`config.mk`:
```
export PLATFORM = sky130hd
export DESIGN_NAME = multicycle_ctrl_flat
export DESIGN_NICKNAME = d
export VERILOG_FILES = /design/src/rtl/riscv_ctrl_pkg.sv /design/src/rtl/multicycle_ctrl_if.sv /design/src/rtl/instr_decoder.sv /design/src/rtl/multicycle_ctrl.sv /design/src/flat_wrapper.sv
export SDC_FILE = /design/constraint.sdc
export NUM_CORES = 1
export LEC_CHECK = 0
export ABC_CLOCK_PERIOD_IN_PS = 3900
export BUFFER_PORTS_ARGS = -buffer_cell sky130_fd_sc_hd__buf_4
export CAP_MARGIN = 10
export CORE_MARGIN = 3
export CORE_UTILIZATION = 25
export DETAILED_ROUTE_END_ITERATION = 8
export SYNTH_ARGS = -nofsm -noshare
export SYNTH_HDL_FRONTEND = slang
export SYNTH_SLANG_ARGS = --single-unit
```
`constraint.sdc`:
```
create_clock -name clk -period 3.9 [get_ports clk]
set_input_delay 0.78 -clock clk [delete_from_list [all_inputs] [get_ports clk]]
set_output_delay 0.78 -clock clk [all_outputs]
set_load 0.02 [all_outputs]
```
`src/rtl/riscv_ctrl_pkg.sv`:
```
// Purpose : shared types and constants for the multi-cycle RV32I subset controller.
// Latency : n/a (types, constants and helpers only).
// Backpressure : n/a.
// Contents: FSM state enum, ALU op codes, opcode/funct fields, instruction class enum,
//           decode record and a branch-class helper.
package riscv_ctrl_pkg;

    typedef enum logic [2:0] {
        ST_FETCH  = 3'd0,
        ST_DECODE = 3'd1,
        ST_EXEC   = 3'd2,
        ST_MEM    = 3'd3,
        ST_WB     = 3'd4,
        ST_FAULT  = 3'd5
    } state_e;

    localparam logic [3:0] ALU_AND = 4'b0000;
    localparam logic [3:0] ALU_OR  = 4'b0001;
    localparam logic [3:0] ALU_ADD = 4'b0010;
    localparam logic [3:0] ALU_LUI = 4'b0100;
    localparam logic [3:0] ALU_SUB = 4'b0110;

    localparam logic [6:0] OPC_RTYPE  = 7'b0110011;
    localparam logic [6:0] OPC_ITYPE  = 7'b0010011;
    localparam logic [6:0] OPC_LUI    = 7'b0110111;
    localparam logic [6:0] OPC_LOAD   = 7'b0000011;
    localparam logic [6:0] OPC_STORE  = 7'b0100011;
    localparam logic [6:0] OPC_BRANCH = 7'b1100011;

    localparam logic [2:0] F3_ADD_SUB = 3'b000;
    localparam logic [2:0] F3_OR      = 3'b110;
    localparam logic [2:0] F3_AND     = 3'b111;
    localparam logic [2:0] F3_WORD    = 3'b010;
    localparam logic [2:0] F3_BEQ     = 3'b000;
    localparam logic [2:0] F3_BLT     = 3'b100;

    localparam logic [6:0] F7_BASE = 7'b0000000;
    localparam logic [6:0] F7_SUB  = 7'b0100000;

    typedef enum logic [2:0] {
        CLS_ALU     = 3'd0,
        CLS_LOAD    = 3'd1,
        CLS_STORE   = 3'd2,
        CLS_BEQ     = 3'd3,
        CLS_BLT     = 3'd4,
        CLS_ILLEGAL = 3'd5
    } iclass_e;

    typedef struct packed {
        iclass_e    cls;
        logic [3:0] alu_op;
        logic       alu_src;
    } dec_t;

    localparam dec_t DEC_CLEAR = '{cls: CLS_ALU, alu_op: ALU_AND, alu_src: 1'b0};

    function automatic logic is_branch(input iclass_e cls);
        return (cls == CLS_BEQ) || (cls == CLS_BLT);
    endfunction

endpackage

```
`src/rtl/multicycle_ctrl_if.sv`:
```
// Purpose : bundle of controller <-> datapath/memory signals.
// Latency : n/a (wiring only).
// Backpressure : memory stalls the controller by holding mem_ready low.
// master = controller (drives enables), slave = datapath + shared memory port.
interface multicycle_ctrl_if;
    logic [31:0] instruction;
    logic        zero;
    logic        lt;
    logic        mem_ready;
    logic        mem_req;
    logic        mem_we;
    logic        i_or_d;
    logic        ir_write;
    logic        pc_write;
    logic        pc_src;
    logic        reg_write;
    logic        mem_to_reg;
    logic        alu_src;
    logic [3:0]  alu_op;
    logic [2:0]  state;
    logic        fault;

    modport master (
        input  instruction, zero, lt, mem_ready,
        output mem_req, mem_we, i_or_d, ir_write, pc_write, pc_src,
               reg_write, mem_to_reg, alu_src, alu_op, state, fault
    );

    modport slave (
        output instruction, zero, lt, mem_ready,
        input  mem_req, mem_we, i_or_d, ir_write, pc_write, pc_src,
               reg_write, mem_to_reg, alu_src, alu_op, state, fault
    );
endinterface

```
`src/rtl/instr_decoder.sv`:
```
// Purpose : classify an RV32I instruction word into {class, alu_op, alu_src}.
// Latency : combinational, 0 cycles.
// Backpressure : none.
// Ports: instr_i = instruction word, dec_o = decode record (CLS_ILLEGAL if unsupported).
module instr_decoder
    import riscv_ctrl_pkg::*;
(
    input  logic [31:0] instr_i,
    output dec_t        dec_o
);

    logic [6:0] opcode;
    logic [2:0] funct3;
    logic [6:0] funct7;
    logic       unused_fields;

    assign opcode = instr_i[6:0];
    assign funct3 = instr_i[14:12];
    assign funct7 = instr_i[31:25];
    // Register indices and immediates belong to the datapath, not to control.
    assign unused_fields = ^{instr_i[24:15], instr_i[11:7]};

    always_comb begin
        dec_o = '{cls: CLS_ILLEGAL, alu_op: ALU_AND, alu_src: 1'b0};
        case (opcode)
            OPC_RTYPE: begin
                if (funct7 == F7_BASE) begin
                    case (funct3)
                        F3_ADD_SUB: dec_o = '{cls: CLS_ALU, alu_op: ALU_ADD, alu_src: 1'b0};
                        F3_OR:      dec_o = '{cls: CLS_ALU, alu_op: ALU_OR,  alu_src: 1'b0};
                        F3_AND:     dec_o = '{cls: CLS_ALU, alu_op: ALU_AND, alu_src: 1'b0};
                        default:    ;
                    endcase
                end else if (funct7 == F7_SUB && funct3 == F3_ADD_SUB) begin
                    dec_o = '{cls: CLS_ALU, alu_op: ALU_SUB, alu_src: 1'b0};
                end
            end
            OPC_ITYPE: begin
                if (funct3 == F3_ADD_SUB)
                    dec_o = '{cls: CLS_ALU, alu_op: ALU_ADD, alu_src: 1'b1};
                else if (funct3 == F3_OR)
                    dec_o = '{cls: CLS_ALU, alu_op: ALU_OR, alu_src: 1'b1};
            end
            OPC_LUI:
                dec_o = '{cls: CLS_ALU, alu_op: ALU_LUI, alu_src: 1'b1};
            OPC_LOAD: begin
                if (funct3 == F3_WORD)
                    dec_o = '{cls: CLS_LOAD, alu_op: ALU_ADD, alu_src: 1'b1};
            end
            OPC_STORE: begin
                if (funct3 == F3_WORD)
                    dec_o = '{cls: CLS_STORE, alu_op: ALU_ADD, alu_src: 1'b1};
            end
            OPC_BRANCH: begin
                if (funct3 == F3_BEQ)
                    dec_o = '{cls: CLS_BEQ, alu_op: ALU_SUB, alu_src: 1'b0};
                else if (funct3 == F3_BLT)
                    dec_o = '{cls: CLS_BLT, alu_op: ALU_SUB, alu_src: 1'b0};
            end
            default: ;
        endcase
    end

endmodule

```
`src/rtl/multicycle_ctrl.sv`:
```
// Purpose : FETCH/DECODE/EXEC/MEM/WB sequencer for the RV32I subset, sticky FAULT on error.
// Latency : branch 3, ALU/sw 4, lw 5 cycles with zero-wait memory; +1 per memory wait cycle.
// Backpressure : mem_req held until mem_ready; a wait of TIMEOUT+1 cycles (TIMEOUT>0) faults.
// Ports: clk, rst (sync, active-high); bus = master side of multicycle_ctrl_if
//        (instruction/zero/lt/mem_ready in; memory handshake, datapath enables, state, fault out).
module multicycle_ctrl
    import riscv_ctrl_pkg::*;
#(
    parameter int unsigned TIMEOUT = 15
) (
    input  logic              clk,
    input  logic              rst,
    multicycle_ctrl_if.master bus
);

    // A zero TIMEOUT disables the check but still needs a legal 1-bit counter.
    localparam int CW = (TIMEOUT == 0) ? 1 : $clog2(TIMEOUT + 1);
    localparam logic [CW-1:0] CNT_LIMIT = CW'(TIMEOUT);
    localparam logic [CW-1:0] CNT_MAX   = '1;

    state_e        state_q, state_d;
    logic [CW-1:0] cnt_q, cnt_d;
    dec_t          dec_q, dec_d;
    dec_t          dec_w;
    logic          waiting;
    logic          timed_out;
    logic          br_taken;

    instr_decoder u_dec (
        .instr_i (bus.instruction),
        .dec_o   (dec_w)
    );

    // Only FETCH and MEM issue requests, so only they can wait on memory.
    assign waiting   = ((state_q == ST_FETCH) || (state_q == ST_MEM)) && !bus.mem_ready;
    // mem_ready in the limit cycle completes normally because waiting is then 0.
    assign timed_out = (TIMEOUT != 0) && waiting && (cnt_q == CNT_LIMIT);
    assign br_taken  = ((dec_q.cls == CLS_BEQ) && bus.zero) ||
                       ((dec_q.cls == CLS_BLT) && bus.lt);

    always_comb begin
        state_d = state_q;
        dec_d   = dec_q;
        // The counter is zero whenever FETCH or MEM is entered, since both are
        // only left on mem_ready (counter cleared) or into FAULT.
        if (waiting)
            cnt_d = (cnt_q == CNT_MAX) ? cnt_q : cnt_q + 1'b1;
        else
            cnt_d = '0;

        case (state_q)
            ST_FETCH: begin
                if (bus.mem_ready)  state_d = ST_DECODE;
                else if (timed_out) state_d = ST_FAULT;
            end
            ST_DECODE: begin
                // IR is sampled here only; later changes cannot alter this instruction.
                dec_d   = dec_w;
                state_d = (dec_w.cls == CLS_ILLEGAL) ? ST_FAULT : ST_EXEC;
            end
            ST_EXEC: begin
                if (is_branch(dec_q.cls))
                    state_d = ST_FETCH;
                else if (dec_q.cls == CLS_LOAD || dec_q.cls == CLS_STORE)
                    state_d = ST_MEM;
                else if (dec_q.cls == CLS_ALU)
                    state_d = ST_WB;
                else
                    state_d = ST_FAULT;
            end
            ST_MEM: begin
                if (bus.mem_ready)
                    state_d = (dec_q.cls == CLS_STORE) ? ST_FETCH : ST_WB;
                else if (timed_out)
                    state_d = ST_FAULT;
            end
            ST_WB:    state_d = ST_FETCH;
            ST_FAULT: state_d = ST_FAULT;
            default:  state_d = ST_FAULT;
        endcase
    end

    always_ff @(posedge clk) begin
        if (rst) begin
            state_q <= ST_FETCH;
            cnt_q   <= '0;
            dec_q   <= DEC_CLEAR;
        end else begin
            state_q <= state_d;
            cnt_q   <= cnt_d;
            dec_q   <= dec_d;
        end
    end

    // Controls are combinational so the memory handshake completes in the
    // cycle mem_ready is seen. Reset gates everything, aborting a pending store.
    always_comb begin
        bus.mem_req    = 1'b0;
        bus.mem_we     = 1'b0;
        bus.i_or_d     = 1'b0;
        bus.ir_write   = 1'b0;
        bus.pc_write   = 1'b0;
        bus.pc_src     = 1'b0;
        bus.reg_write  = 1'b0;
        bus.mem_to_reg = 1'b0;
        bus.alu_src    = 1'b0;
        bus.alu_op     = ALU_AND;
        if (!rst) begin
            case (state_q)
                ST_FETCH: begin
                    bus.mem_req = 1'b1;
                    if (bus.mem_ready) begin
                        bus.ir_write = 1'b1;
                        bus.pc_write = 1'b1;
                    end
                end
                ST_EXEC: begin
                    bus.alu_op  = dec_q.alu_op;
                    bus.alu_src = dec_q.alu_src;
                    if (is_branch(dec_q.cls) && br_taken) begin
                        bus.pc_write = 1'b1;
                        bus.pc_src   = 1'b1;
                    end
                end
                ST_MEM: begin
                    // Address and strobe depend on state and decode only: stable all request.
                    bus.mem_req = 1'b1;
                    bus.i_or_d  = 1'b1;
                    bus.mem_we  = (dec_q.cls == CLS_STORE);
                    bus.alu_op  = ALU_ADD;
                    bus.alu_src = 1'b1;
                end
                ST_WB: begin
                    bus.reg_write  = 1'b1;
                    bus.mem_to_reg = (dec_q.cls == CLS_LOAD);
                    bus.alu_op     = dec_q.alu_op;
                    bus.alu_src    = dec_q.alu_src;
                end
                default: ;
            endcase
        end
    end

    assign bus.state = state_q;
    assign bus.fault = (state_q == ST_FAULT);

endmodule

```
`src/flat_wrapper.sv`:
```
// flat-port wrapper written by rule: the top's interface ports become plain ports
module multicycle_ctrl_flat import riscv_ctrl_pkg::*;
#(
    parameter int unsigned TIMEOUT = 15
)
  (clk, rst, bus_instruction, bus_zero, bus_lt, bus_mem_ready, bus_mem_req, bus_mem_we, bus_i_or_d, bus_ir_write, bus_pc_write, bus_pc_src, bus_reg_write, bus_mem_to_reg, bus_alu_src, bus_alu_op, bus_state, bus_fault);
  multicycle_ctrl_if bus_i ();
  input  logic clk;
  input  logic rst;
  input wire logic [$bits(bus_i.instruction)-1:0] bus_instruction;
  input wire logic [$bits(bus_i.zero)-1:0] bus_zero;
  input wire logic [$bits(bus_i.lt)-1:0] bus_lt;
  input wire logic [$bits(bus_i.mem_ready)-1:0] bus_mem_ready;
  output wire logic [$bits(bus_i.mem_req)-1:0] bus_mem_req;
  output wire logic [$bits(bus_i.mem_we)-1:0] bus_mem_we;
  output wire logic [$bits(bus_i.i_or_d)-1:0] bus_i_or_d;
  output wire logic [$bits(bus_i.ir_write)-1:0] bus_ir_write;
  output wire logic [$bits(bus_i.pc_write)-1:0] bus_pc_write;
  output wire logic [$bits(bus_i.pc_src)-1:0] bus_pc_src;
  output wire logic [$bits(bus_i.reg_write)-1:0] bus_reg_write;
  output wire logic [$bits(bus_i.mem_to_reg)-1:0] bus_mem_to_reg;
  output wire logic [$bits(bus_i.alu_src)-1:0] bus_alu_src;
  output wire logic [$bits(bus_i.alu_op)-1:0] bus_alu_op;
  output wire logic [$bits(bus_i.state)-1:0] bus_state;
  output wire logic [$bits(bus_i.fault)-1:0] bus_fault;
  assign bus_i.instruction = bus_instruction;
  assign bus_i.zero = bus_zero;
  assign bus_i.lt = bus_lt;
  assign bus_i.mem_ready = bus_mem_ready;
  assign bus_mem_req = bus_i.mem_req;
  assign bus_mem_we = bus_i.mem_we;
  assign bus_i_or_d = bus_i.i_or_d;
  assign bus_ir_write = bus_i.ir_write;
  assign bus_pc_write = bus_i.pc_write;
  assign bus_pc_src = bus_i.pc_src;
  assign bus_reg_write = bus_i.reg_write;
  assign bus_mem_to_reg = bus_i.mem_to_reg;
  assign bus_alu_src = bus_i.alu_src;
  assign bus_alu_op = bus_i.alu_op;
  assign bus_state = bus_i.state;
  assign bus_fault = bus_i.fault;
  multicycle_ctrl #(.TIMEOUT(TIMEOUT)) u_core (.clk(clk), .rst(rst), .bus(bus_i));
endmodule
```
==> reports/qor.yml <==
route:
  antenna_left: 0
  drt_pass1_iterations: 4
  via_count: 1316
  first_iter_violations: 58
  drt_wl_total_um: 3313
  viasPerCell: 4.966
  drc: 0
  avgRoutedWirePerCell_um: 12.50
floorplanning:
  io_pins: 54
  coreArea_um2: 4848
  die_w_um: 77.80
  rows: 25
  start_util_pct: 26.58
  design.die.area_um2: 6052
  die_y_um: 77.80
power_and_ir_drop:
  ir_drop_mv: 0.1113
  p_per_area_nw_per_um2: 357.9
  cellLeakagePower_nw: 0.6138
yosys:
  async_flop_share_pct: 0
  synth-warning-count: 0
  synth_nets: 207
  synth_seq_area_share_pct: 21.75
  syn_inst: 169
  synth_top_family_by_area: "simple AND/OR/NAND/NOR gates"
  synth_fa_ha_area_share_pct: 0.9709
  muxShareOfSynthArea_pct: 0.7767
  synth_seq_cells: 14
  synth_flop_cell: "dfxtp_1"
  synthXorXnorAreaFrac_pct: 3.398
  syn-cell-area_um2: 1289
  syn_avg_cell_area_um2: 7.626
  synth-compound-area-share_pct: 23.69
  yosys.area_share.simple_pct: 39.22
  synth_edf_count: 0
  synth_cell_types: 57
timing:
  skew_ns: 0.001896
  timing.hold.ws_ns: 0.4503
  setup_ws_ns: 1.271
  finalCritPeriodShare_pct: 67.40
  hold_viol: 0
  period_minus_slack_ns: 2.629
  grt_setup_unrepaired: "no"
  setup-tns-final_ns: 0
  setup_viol: 0
  maxSlewViolCount: 0
  max_freq_ghz: 0.3804
clock_network:
  cts_tree: "built"
  clock_path_buffers: 2
  cts_root_buf: "clkbuf_8"
  numCtsBuffers: 3
  clkSlewWorstSetupHoldPaths_ns: 0.06
  ctsResizeCount: 0
  htree_num_levels: 1
  clock_sinks: 14
  postCtsHoldBufs: 0
  clkLatencyLatePin_ns: 0.25
  post_cts_buffers: 0
cells_and_area:
  stdcell_area_um2: 1589
  stdcell_count: 265
  final_common_cell: "buf_4"
  diodes: 0
  final_cell_mix: "buf_4, nor2_1, nand2_1, dfxtp_1, a21oi_1"
  nets: 237
  drive_gt1_share_pct: 28.28
  synthToLayoutAreaGrowth_pct: 23.30
placement:
  dp_slack_ns: 1.244
  portBuffers: 37
  dp_hpwl_um: 2540
  gp_congestion: 0.8272
  dp_cells: 261
  dpl-instance-area_um2: 1534
global_route:
  grt_first_pass_wirelength_um: 5602
  grt_pass1_vias: 1220
  grt_max_degree: 17
  grt_overflow: 0
  antenna_found_initial: 0
  grt_use_total_pct: 11.07
critical_path:
  crit_fanout: 16
  worstSetupStartpointType: "primary input"
  crit_path_end_kind: "output port"
  required_ns: 3.12
  crit_arrival_ns: 1.85
  critical_path_class: "primary input to output port"
job:
  cap_violations: 0
worst_hold_path:
  hold_class: "flip-flop to flip-flop"
outcome:
  outcome: "completed"
-- synthesized netlist by cell type (2+ instances only) --
master,count,area share (%)
nor3_1,8,3.1
clkbuf_8,3,3.2
a21oi_1,10,3.9
nor3b_1,5,2.9
and2_1,3,1.5
inv_1,3,0.87
nand3_1,4,1.6
a31oi_1,4,1.9
and3b_1,2,1.4
a21o_1,2,1.2
xnor2_1,3,2.0
nand3b_1,2,1.2
dfxtp_1,14,22
nand4_1,2,0.97
or3_1,2,0.97
and3_1,2,0.97
o22ai_1,2,0.97
a211oi_2,2,1.9
o21ai_0,7,2.7
nor4_1,4,1.9
buf_4,3,1.7
buf_6,3,2.6
buf_2,2,0.78
nand2_1,14,4.1
nand2b_1,6,2.9
xor2_1,2,1.4
o21ai_2,2,1.4
nor2_1,22,6.4
a211oi_1,3,1.7
-- worst paths after layout --
| kind | start | end | slack [ns] | cells past startpoint |
|---|---|---|---|---|
| max | rst | bus_pc_write | 1.27 | 6 |
| min | u_core.dec_q[1] | u_core.dec_q[1] | 0.45 | 2 |
| max reg2reg | u_core.bus.state[0] | u_core.dec_q[0] | 2.07 | 5 |
| min reg2reg | u_core.dec_q[1] | u_core.dec_q[1] | 0.45 | 2 |
-- logic make-up after synthesis --
| logic type | count (synthesis) |
|---|---|
| buf+inv | 15 |
| other cells | 1 |
| xor+xnor | 5 |
| flops | 14 |
| compound gates | 43 |
| simple gates | 89 |
| mux | 1 |
| fa+ha+maj | 1 |
-- state kept, by name, indices dropped and copies added (netlist names) --
| signal | count |
|---|---|
| u_core.bus.state | 3 |
| u_core.cnt_q | 4 |
| u_core.dec_q | 7 |
-- cell type report --
class / instances / area [µm²]
Sequential cell: 14 / 280.3
Tap cell: 67 / 83.83
Inverter: 3 / 11.26
Clock buffer: 4 / 55.05
Multi-Input combinational cell: 140 / 880.8
Timing Repair Buffer: 37 / 277.8
Fill cell: 532 / 3259
-- report_power, final --
part	internal, mW	switching [mW]	leakage, nW	total [mW]
Combinational	0.0984	0.122	0.471	0.221
Clock	0.0894	0.0531	0.0288	0.143
Sequential	0.165	0.0405	0.114	0.205
Total	0.353	0.216	0.614	0.569
-- routing by layer --
layer	share of wire [%]	track usage, %	routed length, µm
met1	46	14.71	1536
met2	48	17.98	1594
met3	4.4	2.320	146
met4	1.1	3.025	35
met5	0	0	0
-- metrics by stage --
| stage | util, % | total power, mW |
|---|---|---|
| 2_1_floorplan | - | 0.3709 |
| 3_3_place_gp | 31.64 | 0.4282 |
| 3_5_place_dp | 31.64 | 0.4297 |
| 4_1_cts | 32.77 | 0.5727 |
| 5_1_grt | 32.77 | 0.6129 |
| 6_report | 32.77 | 0.5686 |
-- critical path: stages --
cell and delay, ns:
buf_4 0.17, nor2_1 0.20, nand2_1 0.11, a211oi_1 0.29, or2_2 0.17, buf_4 0.13
Note: power is estimated with default switching activity, not from simulation.
